===== src/rtl/thermometer_pkg.sv =====
// Shared helpers for thermometer-code encode/decode blocks: widths, bubble test and
// the two decode rules, usable from RTL and benches alike.
package thermometer_pkg;

  localparam int MAX_WIDTH = 64;

  typedef logic [MAX_WIDTH-1:0] code_t;

  typedef enum logic [0:0] {
    DEC_COUNT = 1'b0,
    DEC_MSB   = 1'b1
  } dec_rule_e;

  function automatic int bin_width(input int width);
    return $clog2(width + 1);
  endfunction

  // A legal code is a run of ones from bit 0; any 0 directly below a 1 breaks it.
  function automatic logic is_bubble(input code_t code, input int width);
    logic b;
    b = 1'b0;
    for (int i = 0; i < MAX_WIDTH - 1; i++) begin
      if (i < width - 1) b = b | (~code[i] & code[i+1]);
    end
    return b;
  endfunction

  function automatic int popcount(input code_t code, input int width);
    int n;
    n = 0;
    for (int i = 0; i < MAX_WIDTH; i++) begin
      if (i < width) n = n + int'(code[i]);
    end
    return n;
  endfunction

  function automatic int msb_plus_one(input code_t code, input int width);
    int n;
    n = 0;
    for (int i = 0; i < MAX_WIDTH; i++) begin
      if (i < width && code[i]) n = i + 1;
    end
    return n;
  endfunction

endpackage


===== src/rtl/thermometer2binary_decode.sv =====
// Combinational thermometer-to-binary decode with bubble detection; the decode
// rule is fixed at elaboration.
module thermometer2binary_decode
  import thermometer_pkg::*;
#(
  parameter int WIDTH          = 4,
  parameter     IMPLEMENTATION = "COUNT",
  localparam int BW            = bin_width(WIDTH)
) (
  input  logic [WIDTH-1:0] code_i,
  output logic [BW-1:0]    binary_o,
  output logic             bubble_o
);

  localparam dec_rule_e RULE = (IMPLEMENTATION == "MSB") ? DEC_MSB : DEC_COUNT;

  if (IMPLEMENTATION != "COUNT" && IMPLEMENTATION != "MSB") begin : g_bad_impl
    $error("thermometer2binary_decode: IMPLEMENTATION must be \"COUNT\" or \"MSB\"");
  end

  if (WIDTH < 1 || WIDTH > MAX_WIDTH) begin : g_bad_width
    $error("thermometer2binary_decode: WIDTH out of supported range");
  end

  code_t code_ext;

  assign code_ext = code_t'(code_i);

  always_comb begin
    binary_o = '0;
    if (RULE == DEC_MSB) begin
      binary_o = BW'(msb_plus_one(code_ext, WIDTH));
    end else begin
      binary_o = BW'(popcount(code_ext, WIDTH));
    end
    bubble_o = is_bubble(code_ext, WIDTH);
  end

endmodule


===== src/rtl/thermometer2binary_pipe.sv =====
// Two-stage valid/ready thermometer-to-binary decoder with per-item bubble flag
// and a saturating count of delivered bubble results.
module thermometer2binary_pipe
  import thermometer_pkg::*;
#(
  parameter int WIDTH          = 4,
  parameter     IMPLEMENTATION = "COUNT",
  parameter int CNT_WIDTH      = 8,
  localparam int BW            = bin_width(WIDTH)
) (
  input  logic                 clk,
  input  logic                 rst,
  input  logic                 in_valid,
  output logic                 in_ready,
  input  logic [WIDTH-1:0]     in_thermometer,
  output logic                 out_valid,
  input  logic                 out_ready,
  output logic [BW-1:0]        out_binary,
  output logic                 out_bubble,
  input  logic                 err_clear,
  output logic [CNT_WIDTH-1:0] err_count
);

  localparam logic [CNT_WIDTH-1:0] ERR_MAX = '1;

  logic                 s1_valid_q, s1_valid_d;
  logic [WIDTH-1:0]     s1_code_q;
  logic                 s1_bubble_q;
  logic                 out_valid_q, out_valid_d;
  logic [BW-1:0]        out_binary_q, out_binary_d;
  logic                 out_bubble_q, out_bubble_d;
  logic [CNT_WIDTH-1:0] err_count_q, err_count_d;

  logic          s2_ready;
  logic          s1_load;
  logic          s2_load;
  logic          out_xfer;
  logic [BW-1:0] dec_binary;
  logic          dec_bubble;

  // Ready ripples combinationally from the output back to the input.
  assign s2_ready = ~out_valid_q | out_ready;
  assign in_ready = ~s1_valid_q | s2_ready;
  assign s1_load  = in_valid & in_ready;
  assign s2_load  = s1_valid_q & s2_ready;
  assign out_xfer = out_valid_q & out_ready;

  // ---- stage 1: capture code and its bubble flag ----
  always_ff @(posedge clk) begin
    if (s1_load) begin
      s1_code_q   <= in_thermometer;
      s1_bubble_q <= is_bubble(code_t'(in_thermometer), WIDTH);
    end
  end

  thermometer2binary_decode #(
    .WIDTH         (WIDTH),
    .IMPLEMENTATION(IMPLEMENTATION)
  ) u_decode (
    .code_i  (s1_code_q),
    .binary_o(dec_binary),
    .bubble_o(dec_bubble)
  );

  always_comb begin
    s1_valid_d   = s1_load | (s1_valid_q & ~s2_ready);
    out_valid_d  = s2_load | (out_valid_q & ~out_ready);
    out_binary_d = out_binary_q;
    out_bubble_d = out_bubble_q;
    if (s2_load) begin
      out_binary_d = dec_binary;
      out_bubble_d = s1_bubble_q | dec_bubble;
    end
    err_count_d = err_count_q;
    if (err_clear) begin
      err_count_d = '0;
    end else if (out_xfer && out_bubble_q && err_count_q != ERR_MAX) begin
      err_count_d = err_count_q + CNT_WIDTH'(1);
    end
  end

  // ---- stage 2: decoded result held until accepted ----
  always_ff @(posedge clk) begin
    if (rst) begin
      s1_valid_q   <= 1'b0;
      out_valid_q  <= 1'b0;
      out_binary_q <= '0;
      out_bubble_q <= 1'b0;
      err_count_q  <= '0;
    end else begin
      s1_valid_q   <= s1_valid_d;
      out_valid_q  <= out_valid_d;
      out_binary_q <= out_binary_d;
      out_bubble_q <= out_bubble_d;
      err_count_q  <= err_count_d;
    end
  end

  assign out_valid  = out_valid_q;
  assign out_binary = out_binary_q;
  assign out_bubble = out_bubble_q;
  assign err_count  = err_count_q;

endmodule


===== config.mk =====
export PLATFORM = sky130hd
export DESIGN_NAME = thermometer2binary_pipe
export DESIGN_NICKNAME = d
export VERILOG_FILES = /design/src/rtl/thermometer_pkg.sv /design/src/rtl/thermometer2binary_decode.sv /design/src/rtl/thermometer2binary_pipe.sv
export SDC_FILE = /design/constraint.sdc
export NUM_CORES = 1
export LEC_CHECK = 0
export BUFFER_PORTS_ARGS = -buffer_cell sky130_fd_sc_hd__buf_2
export CAP_MARGIN = 20
export CORE_MARGIN = 2
export CORE_UTILIZATION = 46
export DETAILED_ROUTE_END_ITERATION = 10
export HOLD_SLACK_MARGIN = 0.15
export PLACE_DENSITY = 0.84
export SLEW_MARGIN = 20
export SYNTH_ARGS = -nofsm -noshare
export SYNTH_HDL_FRONTEND = slang
export SYNTH_HIERARCHICAL = 1
export SYNTH_SLANG_ARGS = --single-unit

===== constraint.sdc =====
create_clock -name clk -period 1.6 [get_ports clk]
set_input_delay 0.24 -clock clk [delete_from_list [all_inputs] [get_ports clk]]
set_output_delay 0.24 -clock clk [all_outputs]
set_load 0.02 [all_outputs]

==> flow_metrics.py, run 1 <==
metrics = {
    "critical_path": {
        "crit_path_start_kind": "flip-flop",
        "slowest_stage": "fa_1",
        "crit_chain": "inv_2 -> fa_1 -> inv_2 -> ha_4 -> ha_4 -> nand3_2 -> a21oi_2",
        "cp_slowest_stage_delay_ps": 540,
        "critPathCaptureType": "flip-flop",
        "critical_path_arrival_ps": 1940,
        "critPathRequiredTime_ps": 1840,
        "worstSetupPathType": "flip-flop to flip-flop",
        "cp_max_fo": 2,
    },
    "synthesis": {
        "synth.area.top_cells": "dfxtp_1 (30%), edfxtp_1 (16%), mux2i_1 (6.4%)",
        "synth_top_cell_area_share": 0.300,
        "netlist.top_cell.by_area": "dfxtp_1",
        "avgSynthCellArea_um2": 9.44,
        "synth_nets": 112,
        "async_flop_share": 0,
        "ys_ff_latch": 19,
        "synth_edf_count": 5,
        "ys.flop_type": "dfxtp_1",
        "ys_seq_area_frac": 0.461,
        "ys_warn_count": 6,
        "netlist_instances": 99,
        "ys_types": 31,
        "syn_area_um2": 935,
    },
    "sta": {
        "fin_tns_setup_ps": -101,
        "fin_crit_sh": 1.06,
        "finalHoldViolCount": 0,
        "layout_min_cycle_time_ps": 1700,
        "drv_slew": 0,
        "relSlewSlack": 0.734,
        "setup_viol": 1,
        "timing.final.ws_setup_ps": -101,
        "max_freq_ghz": 0.588,
        "clock_skew_ps": 0.875,
        "tightest_slew_ps": 398,
        "rsz0062_at_grt": "yes",
    },
    "finish": {
        "drive_gt1_frac": 0.318,
        "final_cell_mix": "buf_2 (22), dfxtp_1 (14), nand2_1 (10)",
        "layout_commonest_cell": "buf_2",
        "area_delta_synth_final_pct": 27.2,
        "multi_input_area_um2": 492,
        "final_area_um2": 1190,
        "fillers": 174,
        "seq_area_um2": 430,
        "fin_nets": 143,
        "final_core_util": 0.612,
        "num_antenna_cells": 0,
    },
    "route": {
        "num_vias": 841,
        "finalWirelength_um": 1870,
        "dr.pass1.iters": 5,
        "wl_met2_um": 906,
        "ant_nets": 0,
        "viasPerCell": 5.39,
        "drt_iter0_drc": 18,
        "wl_per_cell_um": 12.0,
        "routed.top_layer": "met4",
        "wl_met3_um": 89,
        "wl_met1_um": 840,
        "drc_errors": 0,
    },
    "die": {
        "io_pins": 23,
        "coreArea_um2": 1940,
        "die_w_um": 49.1,
        "die_h_um": 49.1,
        "initial_core_util": 0.481,
        "dieArea_um2": 2410,
        "num_rows": 16,
    },
    "status": {
        "outcome": "finished, violations left",
        "violations": "negative setup slack",
    },
    "min_path": {
        "hp-class": "input pin to flip-flop",
    },
    "clock_tree": {
        "clock_latency_ps": 290,
        "cts_setup_buffers": 0,
        "ctsLongestPathBuffers": 2,
        "clock_tree.root_cell": "clkbuf_4",
        "cts_sinks": 19,
        "clk_pin_slew_ps": 110,
        "htree_levels": 1,
        "cts_tree": "done",
        "cts_buffers": 3,
    },
    "power": {
        "ir_worst_vdd_mv": 0.637,
        "p_leak_nw": 0.489,
        "cellPowerDensity_nw_per_um2": 753,
        "total_power_uw": 895,
    },
    "placed_design": {
        "place_congestion": 0.762,
        "preCtsSetupSlack_ps": -141,
        "port_buffers": 22,
        "dp_hpwl_um": 1390,
        "dpl-instance-area_um2": 1090,
    },
    "grt": {
        "grt_pass1_wl_um": 3180,
        "grt_max_degree": 13,
        "antenna_found_initial": 0,
        "grt_overflow": 0,
        "track_usage": 0.165,
        "grt_pass1_vias": 776,
    },
    "job": {
        "maxCapViolCount": 0,
    },
}
critical path, delay by kind of cell, from the launching register on:
family          cells  cell delay (ps)
fa+ha+maj           3              960
compound gates      1              140
simple gates        1               60
buf+inv             2              100
flops               1              380
power breakdown:
group	leakage, nW	internal (mW)	switching (mW)
Sequential	0.162	0.511	0.0140
Clock	0.0139	0.0949	0.151
Combinational	0.313	0.0584	0.0652
metal layers:
metal,GRT usage,vias to the layer above
met1,0.201,402
li1,-,414
met2,0.288,21
met3,0.0245,4
met4,0.0714,0
met5,0,-
metrics by stage:
step / std cells / hold slack, ps
3_3_place_gp: 148 / 431
2_1_floorplan: 99 / 339
6_report: 156 / 175
3_5_place_dp: 148 / 436
4_1_cts: 156 / 176
5_1_grt: 156 / 196
cells by family after synthesis:
| family | after synthesis | synth area share |
|---|---|---|
| adders and majority gates | 4 | 0.0616 |
| muxes | 6 | 0.0643 |
| DFF | 19 | 0.461 |
| and+or+nand+nor | 34 | 0.201 |
| AOI/OAI and AO/OA | 24 | 0.163 |
| buffers and inverters | 12 | 0.0495 |
repair_timing:
action	in CTS	in global routing
endpoints found under the setup margin	1	3
gates cloned	0	0
hold buffers	4	0
hold endpoints to repair	4	0
resized for setup	4	3
pin swaps	2	1
Yosys cell counts (3+ instances only):
master / n
a211oi_1: 3
inv_1: 10
a311oi_1: 3
o21ai_0: 5
nor2_1: 3
nand3_1: 5
nand2_1: 10
edfxtp_1: 5
dfxtp_1: 14
a21oi_1: 10
ha_1: 3
mux2i_1: 6
final timing paths:
| check | from | endpoint | slack (ps) | cells past startpoint |
|---|---|---|---|---|
| worst min-delay path | in_valid | s1_valid_q | 180 | 3 |
| worst min register to register | out_binary[0] | out_binary[0] | 480 | 2 |
| worst max register to register | s1_code_q[3] | out_binary[1] | -100 | 7 |
| worst max-delay path | s1_code_q[3] | out_binary[1] | -100 | 7 |
cell type report:
type	count	area share
sequential	19	0.362
clock inverter	1	0.00632
inverter	10	0.0316
clock buffer	3	0.0189
tap	27	0.0284
multi-input combinational	68	0.414
timing repair buffer	28	0.139
registers in the layout, indices dropped and copies added (netlist names):
| register | count |
|---|---|
| err_count | 8 |
| s1_code_q | 4 |
| out_binary | 3 |
| out_bubble | 1 |
| out_valid | 1 |
| s1_bubble_q | 1 |
| s1_valid_q | 1 |
(Power assumes the default switching activity.)
==> run 2, diff against run 1 <==
- BUFFER_PORTS_ARGS: -buffer_cell sky130_fd_sc_hd__buf_2 -> default
- CORE_UTILIZATION: 46 -> 54
- DONT_BUFFER_PORTS: default -> 1
- PLACE_DENSITY: 0.84 -> 0.83
- SETUP_SLACK_MARGIN: default -> 0.3
==> run 2 against run 1 <==
  * Die area is 14% lower
  * The run ends with negative hold slack, negative setup slack left
  * Highest routed layer unchanged
  * Final area fell by 0.32%
  * Maximum frequency about the same
  * Sequential cell count unchanged
  * Critical path type unchanged
==> flow_metrics.py, run 2 (synthesis results as in run 1) <==
metrics = {
    "critical_path": {
        "crit_chain": "inv_2 -> fa_1 -> inv_2 -> ha_4 -> ha_4 -> nand3_2 -> a21oi_2",
        "cp_max_fo": 2,
        "slowest_stage": "fa_1",
        "cp-startpoint": "s1_code_q[0]",
        "r2r_slack_ps": -100,
        "r2r-end": "out_binary[1]",
        "critPathRequiredTime_ps": 1840,
        "critPathCaptureType": "flip-flop",
        "crit_buf_inv": 2,
        "worst-path-stages": 7,
        "crit_family": "adder cells",
        "reg2reg_depth": 7,
        "endpoint": "out_binary[1]",
        "r2r_start": "s1_code_q[0]",
        "cp_slowest_stage_delay_ps": 560,
        "worstSetupPathType": "flip-flop to flip-flop",
        "critical_path_arrival_ps": 1950,
        "crit_path_start_kind": "flip-flop",
    },
    "finish": {
        "area_delta_synth_final_pct": 26.8,
        "final_cell_mix": "nand2_1 (10), dfxtp_1 (10), buf_4 (10)",
        "drive_gt1_frac": 0.328,
        "final_area_um2": 1180,
        "fin_nets": 130,
        "largest_register_ffs": 8,
        "fillers": 126,
        "final_cells": 133,
        "num_antenna_cells": 0,
    },
    "grt": {
        "use_met2": 0.389,
        "grt_pass1_wl_um": 3310,
        "grt_pass1_vias": 817,
        "antenna_found_initial": 0,
        "grtUsageMet1": 0.261,
        "grt_overflow": 0,
        "grt_use_met3": 0.0437,
        "grt_max_degree": 11,
        "track_usage": 0.230,
        "grt-busiest-layer": "met2",
    },
    "status": {
        "violations": "negative hold slack, negative setup slack",
        "outcome": "finished, violations left",
    },
    "min_path": {
        "min_from": "rst",
        "hp-class": "input pin to flip-flop",
    },
    "power": {
        "ir_worst_vdd_mv": 0.483,
        "p_leak_nw": 0.438,
        "total_power_uw": 889,
        "cellPowerDensity_nw_per_um2": 750,
    },
    "clock_tree": {
        "cts_tree": "done",
        "clock_latency_ps": 310,
        "cts_sinks": 19,
        "cts_buffers": 3,
        "cts_hold_buf": 4,
        "clock_tree.root_cell": "clkbuf_4",
        "htree_levels": 1,
        "ctsLongestPathBuffers": 2,
        "clk_pin_slew_ps": 120,
    },
    "die": {
        "num_rows": 15,
        "io_pins": 23,
        "die_h_um": 45.6,
        "initial_core_util": 0.560,
        "dieArea_um2": 2080,
        "die_w_um": 45.6,
        "coreArea_um2": 1670,
    },
    "placed_design": {
        "port_buffers": 0,
        "place_congestion": 0.815,
        "dp.cells": 124,
        "dpl-instance-area_um2": 1040,
        "dp_hpwl_um": 1460,
    },
    "route": {
        "drt_iter0_drc": 14,
        "dr.pass1.iters": 4,
        "drc_errors": 0,
        "finalWirelength_um": 2120,
        "num_vias": 805,
        "viasPerCell": 6.05,
        "wl_per_cell_um": 15.9,
        "ant_nets": 0,
    },
    "sta": {
        "timing.final.ws_setup_ps": -101,
        "finalHoldViolCount": 5,
        "setup_viol": 1,
        "hold_slack_ps": -26.9,
        "fin_crit_sh": 1.06,
        "drv_slew": 0,
        "layout_min_cycle_time_ps": 1700,
        "clock_skew_ps": 8.37,
        "relSlewSlack": 0.729,
        "max_freq_ghz": 0.588,
        "rsz0062_at_grt": "yes",
        "tightest_slew_ps": 404,
    },
    "job": {
        "maxCapViolCount": 0,
    },
}
==> run 2: changes by cell type in the layout (fill, tap and decap cells not counted), moves of 2 or more <==
cell,before,now
dfxtp_4,0,3
buf_4,2,10
a21oi_2,1,3
buf_2,22,0
a21oi_1,9,7
dfxtp_1,14,10
==> run 2: where the power goes <==
| group | total [mW] | internal [mW] | leakage, nW | switching (mW) |
|---|---|---|---|---|
| clock network | 0.256 | 0.0974 | 0.0150 | 0.158 |
| logic | 0.103 | 0.0535 | 0.258 | 0.0491 |
| registers | 0.531 | 0.507 | 0.165 | 0.0231 |
| total | 0.889 | 0.658 | 0.438 | 0.230 |
==> run 2: area by class of cell <==
cell class                      count  area [um^2]  share of cell area
Sequential cell                    19          443               0.374
Timing Repair Buffer               15          126               0.107
Clock buffer                        4         26.3              0.0222
Inverter                           10         37.5              0.0317
Tap cell                           17         21.3              0.0180
Multi-Input combinational cell     68          531               0.448
==> run 2: routing by layer <==
| layer | share of wire | vias to the layer above |
|---|---|---|
| li1 | - | 392 |
| met1 | 0.40 | 382 |
| met2 | 0.51 | 24 |
| met3 | 0.050 | 7 |
| met4 | 0.032 | 0 |
| met5 | 0 | - |
==> run 2: worst min-delay path by stage <==
stage                          to  slack [ps]  cells past startpoint
floorplan            s1_code_q[0]         340                      0
global placement        out_valid         310                      1
detailed placement      out_valid         310                      1
CTS                     out_valid         -20                      1
global route        out_binary[0]         -30                      1
finish                  out_valid         -30                      1
==> run 2: repair_timing <==
item                                   4_1_cts  5_1_grt
endpoints found under the hold margin       12        8
gates resized for setup                     14        3
setup endpoints to repair                    8        9
pin swaps                                    3        4
setup buffers                                1        0
==> run 2: through the flow <==
stage	setup slack, ps	setup TNS, ps	util
finish	-101	-101	0.709
global placement	-15.0	-15.0	0.622
global route	-141	-148	0.709
floorplan	4.75	0	-
CTS	-104	-104	0.703
detailed placement	-113	-113	0.622
==> run 3, diff against run 2 <==
- CORE_ASPECT_RATIO: default -> 1.25
- GPL_TIMING_DRIVEN: default -> 0
==> run 3 against run 2 <==
  * The flow finishes with violations (negative setup slack)
  * Sequential power is 0.9% higher
  * Worst hold slack better by 190 ps
  * Clock power is 2% lower
  * Setup slack better by 22 ps
  * Critical path depth unchanged
  * Power grew 1.1%
  * Die area is essentially flat
  * Highest routed layer unchanged
==> flow_metrics.py, run 3 (synthesis results as in run 1) <==
metrics = {
    "power": {
        "ir_worst_vdd_mv": 0.632,
        "pwr-share-seq": 0.597,
        "p_leak_nw": 0.403,
        "p_int_uw": 663,
        "p_sw_frac": 0.262,
        "total_power_uw": 898,
        "p_comb_frac": 0.123,
        "p_sw_uw": 236,
        "cellPowerDensity_nw_per_um2": 784,
        "clkPwrFrac": 0.281,
    },
    "clock_tree": {
        "htree_levels": 1,
        "clock_latency_ps": 310,
        "clk_pin_slew_ps": 110,
        "cts_buffers": 3,
        "clock_tree.root_cell": "clkbuf_4",
        "cts_sinks": 19,
        "ctsLongestPathBuffers": 2,
        "cts_tree": "done",
    },
    "sta": {
        "timing.final.ws_setup_ps": -79.6,
        "max_freq_ghz": 0.595,
        "hold_slack_ps": 160,
        "clock_skew_ps": 3.05,
        "drv_slew": 0,
        "finalHoldViolCount": 0,
        "tightest_slew_ps": 436,
        "relSlewSlack": 0.708,
        "layout_min_cycle_time_ps": 1680,
        "rsz0062_at_grt": "yes",
        "setup_viol": 1,
        "fin_crit_sh": 1.05,
    },
    "finish": {
        "area_delta_synth_final_pct": 22.6,
        "num_antenna_cells": 0,
        "fillers": 109,
        "drive_gt1_frac": 0.355,
        "fin_nets": 124,
        "final_area_um2": 1150,
        "layout_commonest_cell": "dfxtp_2",
        "final_cell_mix": "dfxtp_2 (10), nand2_1 (9), a21oi_1 (7)",
        "largest_register_ffs": 8,
    },
    "placed_design": {
        "dpl-instance-area_um2": 973,
        "place_congestion": 0.672,
        "dp_hpwl_um": 1280,
        "port_buffers": 0,
        "preCtsSetupSlack_ps": -75.9,
    },
    "route": {
        "dr.pass1.iters": 4,
        "drt_iter0_drc": 11,
        "finalWirelength_um": 2190,
        "drc_errors": 0,
        "viasPerCell": 6.22,
        "wl_met3_um": 103,
        "wl_met2_um": 1290,
        "num_vias": 796,
        "routed.top_layer": "met4",
        "wl_met1_um": 742,
        "ant_nets": 0,
        "wl_per_cell_um": 17.1,
    },
    "grt": {
        "grt_overflow": 0,
        "antenna_found_initial": 0,
        "grt_max_degree": 11,
        "track_usage": 0.240,
        "grt_pass1_wl_um": 3310,
        "grt_pass1_vias": 807,
    },
    "die": {
        "initial_core_util": 0.584,
        "dieArea_um2": 2080,
        "io_pins": 23,
        "num_rows": 16,
        "die_w_um": 41.2,
        "die_h_um": 50.5,
        "coreArea_um2": 1600,
    },
    "critical_path": {
        "cp_max_fo": 2,
        "crit_path_start_kind": "flip-flop",
        "critPathRequiredTime_ps": 1850,
        "r2r_slack_ps": -80,
        "critical_path_arrival_ps": 1930,
        "worstSetupPathType": "flip-flop to flip-flop",
        "critPathCaptureType": "flip-flop",
    },
    "job": {
        "maxCapViolCount": 0,
    },
    "status": {
        "outcome": "finished, violations left",
        "violations": "negative setup slack",
    },
    "min_path": {
        "hp-class": "input pin to flip-flop",
    },
}
-- run 3: changes by cell type in the layout (fill, tap and decap cells not counted), sizes merged --
cell         delta
buf             -9
clkbuf          +1
dlygate4sd3     +2
-- run 3: final cells by class --
class / count / area [um^2] / share of cell area
Multi-Input combinational cell: 68 / 539 / 0.471
Sequential cell: 19 / 443 / 0.386
Timing Repair Buffer: 7 / 67.6 / 0.0590
Inverter: 10 / 37.5 / 0.0328
Clock buffer: 4 / 26.3 / 0.0229
Tap cell: 18 / 22.5 / 0.0197
Buffer: 2 / 10.0 / 0.00873
-- run 3: power groups by stage --
| stage | combinational, mW | sequential (mW) | clock (mW) |
|---|---|---|---|
| final | 0.110 | 0.536 | 0.252 |
| after global placement | 0.0652 | 0.543 | 0 |
| after floorplan | 0.0556 | 0.541 | 0 |
| after detailed placement | 0.0671 | 0.544 | 0 |
| after global routing | 0.120 | 0.538 | 0.264 |
| after CTS | 0.101 | 0.534 | 0.246 |
-- run 3: routing by layer --
metal / vias up / GRT usage
li1: 379 / -
met1: 380 / 0.237
met2: 30 / 0.435
met3: 7 / 0.0442
met4: 0 / 0.118
met5: - / 0
-- run 3: metrics by stage --
stage / std cells / util / TNS, ps
final: 128 / 0.716 / -79.6
after global routing: 128 / 0.716 / -139
after CTS: 128 / 0.703 / -57.0
after detailed placement: 117 / 0.608 / -75.9
after global placement: 117 / 0.608 / -54.6
after floorplan: 99 / - / 0
-- run 3: worst max-delay path, stage by stage (launching register included) --
cell,delay (ps)
edfxtp_1,390
inv_2,50
fa_1,550
inv_2,50
ha_4,160
ha_4,250
nand3_2,60
a21oi_2,120
-- run 3: worst paths after layout --
kind,depth (start not counted),end,from
worst min-delay path,1,s1_bubble_q,in_thermometer[0]
worst max register to register,7,out_binary[1],s1_code_q[0]
worst min register to register,2,err_count[7],err_count[7]
worst max-delay path,7,out_binary[1],s1_code_q[0]
-- run 3: what timing repair did --
action | in CTS | in global routing
gates cloned | 0 | 0
buffers inserted | 1 | 0
hold buffers | 6 | 0
endpoints found under the hold margin | 7 | 0
endpoints found under the setup margin | 15 | 12
pin swaps | 4 | 1
resized for setup | 19 | 5
